**src/rtl/if_fetch.sv**
```systemverilog
// Instruction-fetch front end: owns the PC, handshakes with instruction memory
// and writes fetched instructions (or bubbles) into the IF/ID register.
//
// state | meaning
// IDLE  | post-reset settle cycle, no request
// REQ   | request outstanding at pc, waiting for ImemRdy
// HOLD  | ID stalled; fetched packet parked in pkt_buf, no request
// DRAIN | squashed request still in flight; discard its data then jump to redir_pc
module if_fetch #(
   parameter logic [31:0] RESET_PC = 32'h0000_0000
) (
   input  logic        Clk,
   input  logic        Rst,
   input  logic        Stall,
   input  logic        Flush,
   input  logic        BrTaken,
   input  logic [31:0] BrTarget,
   output logic        ImemReq,
   output logic [31:0] ImemAddr,
   input  logic        ImemRdy,
   input  logic [31:0] ImemData,
   output logic [95:0] dataOut,
   output logic        E,
   output logic        RW,
   output logic [31:0] Pc
);

   typedef enum logic [1:0] {
      IDLE  = 2'd0,
      REQ   = 2'd1,
      HOLD  = 2'd2,
      DRAIN = 2'd3
   } state_t;

   state_t      state, state_n;
   logic [31:0] pc, pc_n;
   logic [31:0] redir_pc, redir_pc_n;
   logic [95:0] pkt_buf, pkt_buf_n;
   logic [95:0] data_out, data_out_n;
   logic        e, e_n;
   logic [31:0] pc_inc;

   assign pc_inc = pc + 32'd4;

   always_ff @(posedge Clk) begin
      if (Rst) begin
         state    <= IDLE;
         pc       <= RESET_PC;
         redir_pc <= 32'd0;
         pkt_buf  <= 96'd0;
         data_out <= 96'd0;
         e        <= 1'b0;
      end else begin
         state    <= state_n;
         pc       <= pc_n;
         redir_pc <= redir_pc_n;
         pkt_buf  <= pkt_buf_n;
         data_out <= data_out_n;
         e        <= e_n;
      end
   end

   always_comb begin
      state_n    = state;
      pc_n       = pc;
      redir_pc_n = redir_pc;
      pkt_buf_n  = pkt_buf;
      data_out_n = data_out;
      e_n        = 1'b0;
      unique case (state)
         IDLE: state_n = REQ;
         REQ: begin
            if (BrTaken) begin
               data_out_n = 96'd0;
               e_n        = 1'b1;
               if (ImemRdy) begin
                  pc_n = BrTarget;
               end else begin
                  redir_pc_n = BrTarget;
                  state_n    = DRAIN;
               end
            end else if (Flush) begin
               // Replay the same pc once the in-flight word (if any) is gone.
               data_out_n = 96'd0;
               e_n        = 1'b1;
               if (!ImemRdy) begin
                  redir_pc_n = pc;
                  state_n    = DRAIN;
               end
            end else if (ImemRdy) begin
               pc_n = pc_inc;
               if (Stall) begin
                  pkt_buf_n = {pc_inc, pc, ImemData};
                  state_n   = HOLD;
               end else begin
                  data_out_n = {pc_inc, pc, ImemData};
                  e_n        = 1'b1;
               end
            end
         end
         HOLD: begin
            if (BrTaken) begin
               pc_n       = BrTarget;
               pkt_buf_n  = 96'd0;
               data_out_n = 96'd0;
               e_n        = 1'b1;
               state_n    = REQ;
            end else if (Flush) begin
               pc_n       = pkt_buf[63:32];
               pkt_buf_n  = 96'd0;
               data_out_n = 96'd0;
               e_n        = 1'b1;
               state_n    = REQ;
            end else if (!Stall) begin
               data_out_n = pkt_buf;
               e_n        = 1'b1;
               state_n    = REQ;
            end
         end
         DRAIN: begin
            if (BrTaken) redir_pc_n = BrTarget;
            if (BrTaken || Flush) begin
               data_out_n = 96'd0;
               e_n        = 1'b1;
            end
            if (ImemRdy) begin
               pc_n    = BrTaken ? BrTarget : redir_pc;
               state_n = REQ;
            end
         end
         default: state_n = IDLE;
      endcase
   end

   assign ImemReq  = (state == REQ) || (state == DRAIN);
   assign ImemAddr = pc;
   assign Pc       = pc;
   assign dataOut  = data_out;
   assign E        = e;
   assign RW       = e;

endmodule

```
**config.mk**
```make
export PLATFORM = sky130hd
export DESIGN_NAME = if_fetch
export DESIGN_NICKNAME = d
export VERILOG_FILES = /design/src/rtl/if_fetch.sv
export SDC_FILE = /design/constraint.sdc
export NUM_CORES = 1
export LEC_CHECK = 0
export CAP_MARGIN = 20
export CORE_MARGIN = 5
export CORE_UTILIZATION = 53
export CTS_CLUSTER_DIAMETER = 50
export DETAILED_ROUTE_END_ITERATION = 12
export PLACE_DENSITY = 0.92
export SLEW_MARGIN = 0
export SYNTH_ARGS = -nofsm -noshare
export SYNTH_HDL_FRONTEND = slang
export SYNTH_SLANG_ARGS = --single-unit
```
**constraint.sdc**
```tcl
create_clock -name Clk -period 2.5 [get_ports Clk]
set_input_delay 0.5 -clock Clk [delete_from_list [all_inputs] [get_ports Clk]]
set_output_delay 0.5 -clock Clk [all_outputs]
set_load 0.02 [all_outputs]
```
==> results_dict.tcl, run 1 <==
set metrics [dict create \
    post_cts_buffers 0 \
    synth_area_leader_cell "dfxtp_1" \
    endpoint_kind "primary output" \
    synth_edf_count 0 \
    power-per-cell-area_nw_per_um2 794 \
    clk_pin_slew_ns 0.06 \
    gr-total-overflow 0 \
    wire_per_inst_um 20.6 \
    yosysWarnings 0 \
    pin_count 233 \
    die_w_um 163 \
    syn_inst 1539 \
    netlist_top_cells_area "dfxtp_1, a221oi_1, nor2_1" \
    vdd_drop_max_uv 549 \
    ys_seq_elements 255 \
    tightestPinTransition_ns 0.769 \
    startpoint_type "flip-flop" \
    rsz0062_at_grt "false" \
    clockRootBuffer "clkbuf_16" \
    vias 13100 \
    cts_hold_buffers 0 \
    final_common_cell "dfxtp_1" \
    via_per_inst 6.44 \
    dpl_worst_slack_ns -0.157 \
    synth_top_area_share_pct 41.2 \
    synth_ff_type "dfxtp_1" \
    fmax_mhz 408 \
    hp-class "input pin to flip-flop" \
    finalHoldViolCount 0 \
    fin_crit_sh_pct 98.0 \
    dr.pass1.iters 11 \
    netlist_area_um2 12400 \
    fp.dieH_um 163 \
    worstSetupPathType "flip-flop to primary output" \
    fp.dieArea_um2 26600 \
    finalNetCount 1774 \
    yosysUniqueCellTypes 70 \
    cts_buffers 29 \
    cp_data_required_time_ns 2.00 \
    drc 0 \
    arrival_ns 1.95 \
    wl_mm 42.1 \
    relSlewSlack_pct 48.7 \
    h-tree-depth 1 \
    rows 56 \
    area_growth_pct 29.2 \
    clk_path_buf_depth 3 \
    cts_num_sinks 255 \
    final_cell_mix "dfxtp_1, clkdlybuf4s50_1, nor2_1" \
    drt_iter0_drc 1668 \
    cts_tree "built" \
    max-cap-violations 0 \
    ant_nets 0 \
    dp_hpwl_mm 27.3 \
    fin_tns_setup_ns 0 \
    grt_pass1_vias 13000 \
    setup_viol_count_final 0 \
    antenna_found_initial 0 \
    cts_resized 2 \
    synth_area_per_cell_um2 8.06 \
    syn_nets 1614 \
    start_util_pct 53.3 \
    power_leakage_nw 5.78 \
    status "completed" \
    core_um2 23300 \
    met3_usage_pct 8.18 \
    fin_skew_ns 0.0155 \
    busiest_layer "met2" \
    yosysSeqAreaShare_pct 41.2 \
    place_congestion 0.911 \
    clk_latency_ns 0.55 \
    async_flop_share_pct 0 \
    setup_ws_ns 0.0494 \
    use_met1_pct 38.1 \
    crit_fanout 9 \
    grt_usage_pct 30.1 \
    grt_max_degree 172 \
    port_buffers 232 \
    gr-usage-met2_pct 47.8 \
    fin_crit_ns 2.45 \
    drive_gt1_share_pct 10.1 \
    slew_violations 0 \
    grt_pass1_wl_mm 66.2 \
]
-- logic make-up (layout without fill, tap and decap cells) --
family                     count (synthesis)  in the layout  synth area share (%)
and+or+nand+nor                          558            558                  20.9
AOI/OAI and AO/OA                        440            440                  24.5
DFF                                      255            255                  41.2
buffers and inverters                    233            415                  9.20
muxes                                     31             31                  2.54
xor gates and xnor gates                  17             17                  1.20
adders and majority gates                  5              5                 0.505
other                                      0              1                     0
-- synth_stat cells, drive strengths merged (8+ instances only) --
master  count
dfxtp     255
nor2      193
nand2     115
buf       113
a21oi     102
nor3      100
a221oi     92
o21ai      83
clkbuf     81
nand3      71
a211oi     63
inv        37
mux2i      30
nand2b     24
a22oi      14
o22ai      14
xnor2      13
and3       11
nand4      10
o211ai     10
and4        9
o311ai      9
o22a        8
-- critical path, cell delays in order (launching register included) --
cell and delay, ns:
dfxtp_1 0.42, inv_1 0.10, ha_2 0.24, or2_2 0.32, dlygate4sd2_1 0.33
-- power by group --
| group | internal [mW] | switching, mW | total [mW] | leakage [nW] |
|---|---|---|---|---|
| Sequential | 4.45 | 0.265 | 4.71 | 2.08 |
| Clock | 2.63 | 1.79 | 4.41 | 0.487 |
| Combinational | 1.52 | 2.07 | 3.59 | 3.21 |
| Total | 8.59 | 4.12 | 12.7 | 5.78 |
-- sequential cells by signal (all words and copies together), names as in the netlist --
name,flops
state,2
redir_pc,32
pkt_buf,94
E,1
ImemAddr,32
dataOut,94
-- area by class of cell --
cell class / instances / area [um2]
Fill cell: 1720 / 7240
Multi-Input combinational cell: 1051 / 6210
Sequential cell: 255 / 5100
Timing Repair Buffer: 323 / 3160
Clock buffer: 36 / 812
Tap cell: 319 / 399
Clock inverter: 17 / 191
Inverter: 39 / 146
Antenna cell: 1 / 2.50
-- per-layer routing --
metal	vias to the layer above	wire length [um]	share of wire, %
li1	5855	-	-
met4	0	1890	4.5
met1	6134	15800	38
met3	188	5270	12
met5	-	0	0
met2	964	19200	45
-- through the flow --
step                      hold WS [ns]  cells  power (mW)  util, %  instance area [um2]
after floorplan                  0.417   1539        6.84        -                12400
after global placement           0.429   1986        8.18     64.5                15000
after detailed placement         0.441   1986        8.29     64.5                15000
after CTS                        0.203   2039        12.7     68.8                16000
after global routing             0.205   2040        13.2     68.9                16000
final                            0.215   2041        12.7     68.9                16000
-- final timing paths --
kind	endpoint	from	cells past startpoint	slack, ns
max	ImemReq	state[1]$_SDFFE_PP0P_	4	0.05
min	pkt_buf[9]$_SDFFE_PP0P_	Rst	2	0.21
max reg2reg	ImemAddr[25]$_SDFFE_PP0P_	state[0]$_SDFFE_PP0P_	7	0.07
min reg2reg	pkt_buf[90]$_SDFFE_PP0P_	pkt_buf[90]$_SDFFE_PP0P_	2	0.45
(Power assumes the default switching activity.)
==> run 2: changes to the inputs <==
--- a/config.mk
+++ b/config.mk
@@ -5,12 +5,12 @@
 export SDC_FILE = /design/constraint.sdc
 export NUM_CORES = 1
 export LEC_CHECK = 0
-export CAP_MARGIN = 20
 export CORE_MARGIN = 5
-export CORE_UTILIZATION = 53
+export CORE_UTILIZATION = 48
 export CTS_CLUSTER_DIAMETER = 50
 export DETAILED_ROUTE_END_ITERATION = 12
-export PLACE_DENSITY = 0.92
+export MAX_ROUTING_LAYER = met4
+export PLACE_DENSITY = 0.88
 export SLEW_MARGIN = 0
 export SYNTH_ARGS = -nofsm -noshare
 export SYNTH_HDL_FRONTEND = slang
==> constraint.sdc (replaced) <==
create_clock -name Clk -period 2 [get_ports Clk]
set_input_delay 0.4 -clock Clk [delete_from_list [all_inputs] [get_ports Clk]]
set_output_delay 0.4 -clock Clk [all_outputs]
set_load 0.02 [all_outputs]
==> run 2 against run 1 <==
Effect of this change:
- sequential power increased by 25%
- critical path type is now flip-flop to flip-flop
- cell area rose by 11%
- largest cell class unchanged
- sequential cell count unchanged
- the flow now finishes with violations (setup timing)
- cell count grew 5.7%
- wire length up 16%
- first-iteration DRC count rose by 20%
- sequential share of layout area down 3.0 points
- critical path depth is 5 higher
- die area up 9.8%
- via count is 6.6% higher
- setup slack got worse by 0.18 ns
==> results_dict.tcl, run 2 (synthesis results as in run 1) <==
set metrics [dict create \
    final_cell_mix "dfxtp_1, nor2_1, clkdlybuf4s50_1" \
    rr_worst_depth 9 \
    area_growth_pct 43.4 \
    clockRootBuffer "clkbuf_16" \
    hold_depth 2 \
    startpoint_type "flip-flop" \
    fin_tns_setup_ns -1.81 \
    fin_crit_ns 2.13 \
    fp.dieArea_um2 29100 \
    die_w_um 171 \
    cp.buffers_inverters 4 \
    dr.pass1.iters 6 \
    vdd_drop_max_uv 744 \
    finalHoldViolCount 0 \
    grt_pass1_wl_mm 69.4 \
    status "complete, but fails checks" \
    cts_tree "built" \
    fin_area_um2 17800 \
    cts_num_sinks 255 \
    hp-class "input pin to flip-flop" \
    drc 0 \
    critPathTopFamily "simple AND/OR/NAND/NOR gates" \
    final_common_cell "dfxtp_1" \
    wire_per_inst_um 22.6 \
    drt_iter0_drc 2007 \
    relSlewSlack_pct 65.8 \
    grt_max_degree 101 \
    tightestPinTransition_ns 0.509 \
    crit_cells 9 \
    rsz0062_at_grt "true" \
    finalPower_mw 16.9 \
    vias 14000 \
    fmax_mhz 469 \
    endpoint_kind "flip-flop" \
    power-per-cell-area_nw_per_um2 949 \
    fp.dieH_um 171 \
    drive_gt1_share_pct 21.0 \
    start_util_pct 49.0 \
    gr-total-overflow 0 \
    crit_fanout 10 \
    violations "setup timing" \
    worstSetupPathType "flip-flop to flip-flop" \
    place_area_um2 15800 \
    rows 58 \
    arrival_ns 2.60 \
    cp_data_required_time_ns 2.47 \
    clk_latency_ns 0.56 \
    max-cap-violations 0 \
    grt_usage_pct 29.6 \
    slowest_delay_ns 0.37 \
    core_um2 25300 \
    setup_ws_ns -0.133 \
    clk_pin_slew_ns 0.06 \
    pin_count 233 \
    slowest_stage "dfxtp_4" \
    via_per_inst 6.49 \
    place_congestion 0.926 \
    cp_cell_sequence "ha_2 > or2_1 > buf_4 > nor3_4 > buf_4 > clkbuf_16 > clkbuf_16 > a221oi_1 > nor3_1" \
    ant_nets 0 \
    fin_skew_ns 0.0194 \
    setup_viol_count_final 53 \
    clk_path_buf_depth 3 \
    antenna_found_initial 1 \
    port_buffers 232 \
    slew_violations 0 \
    wl_mm 48.8 \
    dp_hpwl_mm 29.3 \
    h-tree-depth 1 \
    power_leakage_nw 6.95 \
    fin_crit_sh_pct 107 \
    grt_pass1_vias 13000 \
    finalNetCount 1877 \
    cts_buffers 30 \
]
[run 2: power by group]
group          switching (mW)  internal, mW
registers               0.310          5.56
clock network            2.31          3.41
logic                    3.01          2.27
total                    5.63          11.2
[run 2: per-stage QoR]
stage                     worst slack, ns  util [%]  hold WS, ns  instances
after global placement             -0.356      62.5        0.430       2075
after floorplan                   -0.0360         -        0.417       1539
final                              -0.133      70.2        0.138       2157
after detailed placement           -0.420      62.5        0.442       2075
after global routing               -0.222      70.2        0.157       2157
after CTS                        -0.00617      67.0        0.136       2137
[run 2: worst paths after layout]
check / from / end / slack (ns)
min: Rst / redir_pc[3]$_SDFFE_PP0P_ / 0.14
min reg2reg: pkt_buf[90]$_SDFFE_PP0P_ / pkt_buf[90]$_SDFFE_PP0P_ / 0.45
max reg2reg: state[0]$_SDFFE_PP0P_ / dataOut[39]$_SDFFE_PP0P_ / -0.13
max: state[0]$_SDFFE_PP0P_ / dataOut[39]$_SDFFE_PP0P_ / -0.13
[run 2: per-layer routing]
layer  share of wire [%]  track usage (%)  wire (um)  up-vias
met1                  37             37.0      18000     6573
met2                  46             47.1      22400     1138
met4                 4.5             10.2       2180        0
met5                   0                -          0        -
met3                  13             7.19       6230      230
li1                    -                -          -     6065
[run 2: cell type report]
cell class                      instances  area [um2]
Fill cell                            1731        7550
Multi-Input combinational cell       1051        6790
Sequential cell                       255        5120
Timing Repair Buffer                  425        4250
Clock buffer                           42         897
Tap cell                              330         413
Clock inverter                         14         153
Inverter                               39         150
Antenna cell                            1        2.50
[run 2: repair_timing]
item                                    CTS  global route
endpoints found under the setup margin  233           153
pin swaps                                 4            10
resized for setup                        90           110
buffers inserted                          5            14
gates cloned                              1             5
hold buffers                              0             0
[run 2: worst reg2reg max path: stages, from the launching register on]
cell       delay (ns)
dfxtp_4          0.37
ha_2             0.22
or2_1            0.27
buf_4            0.16
nor3_4           0.25
buf_4            0.19
clkbuf_16        0.15
clkbuf_16        0.17
a221oi_1         0.09
nor3_1           0.19
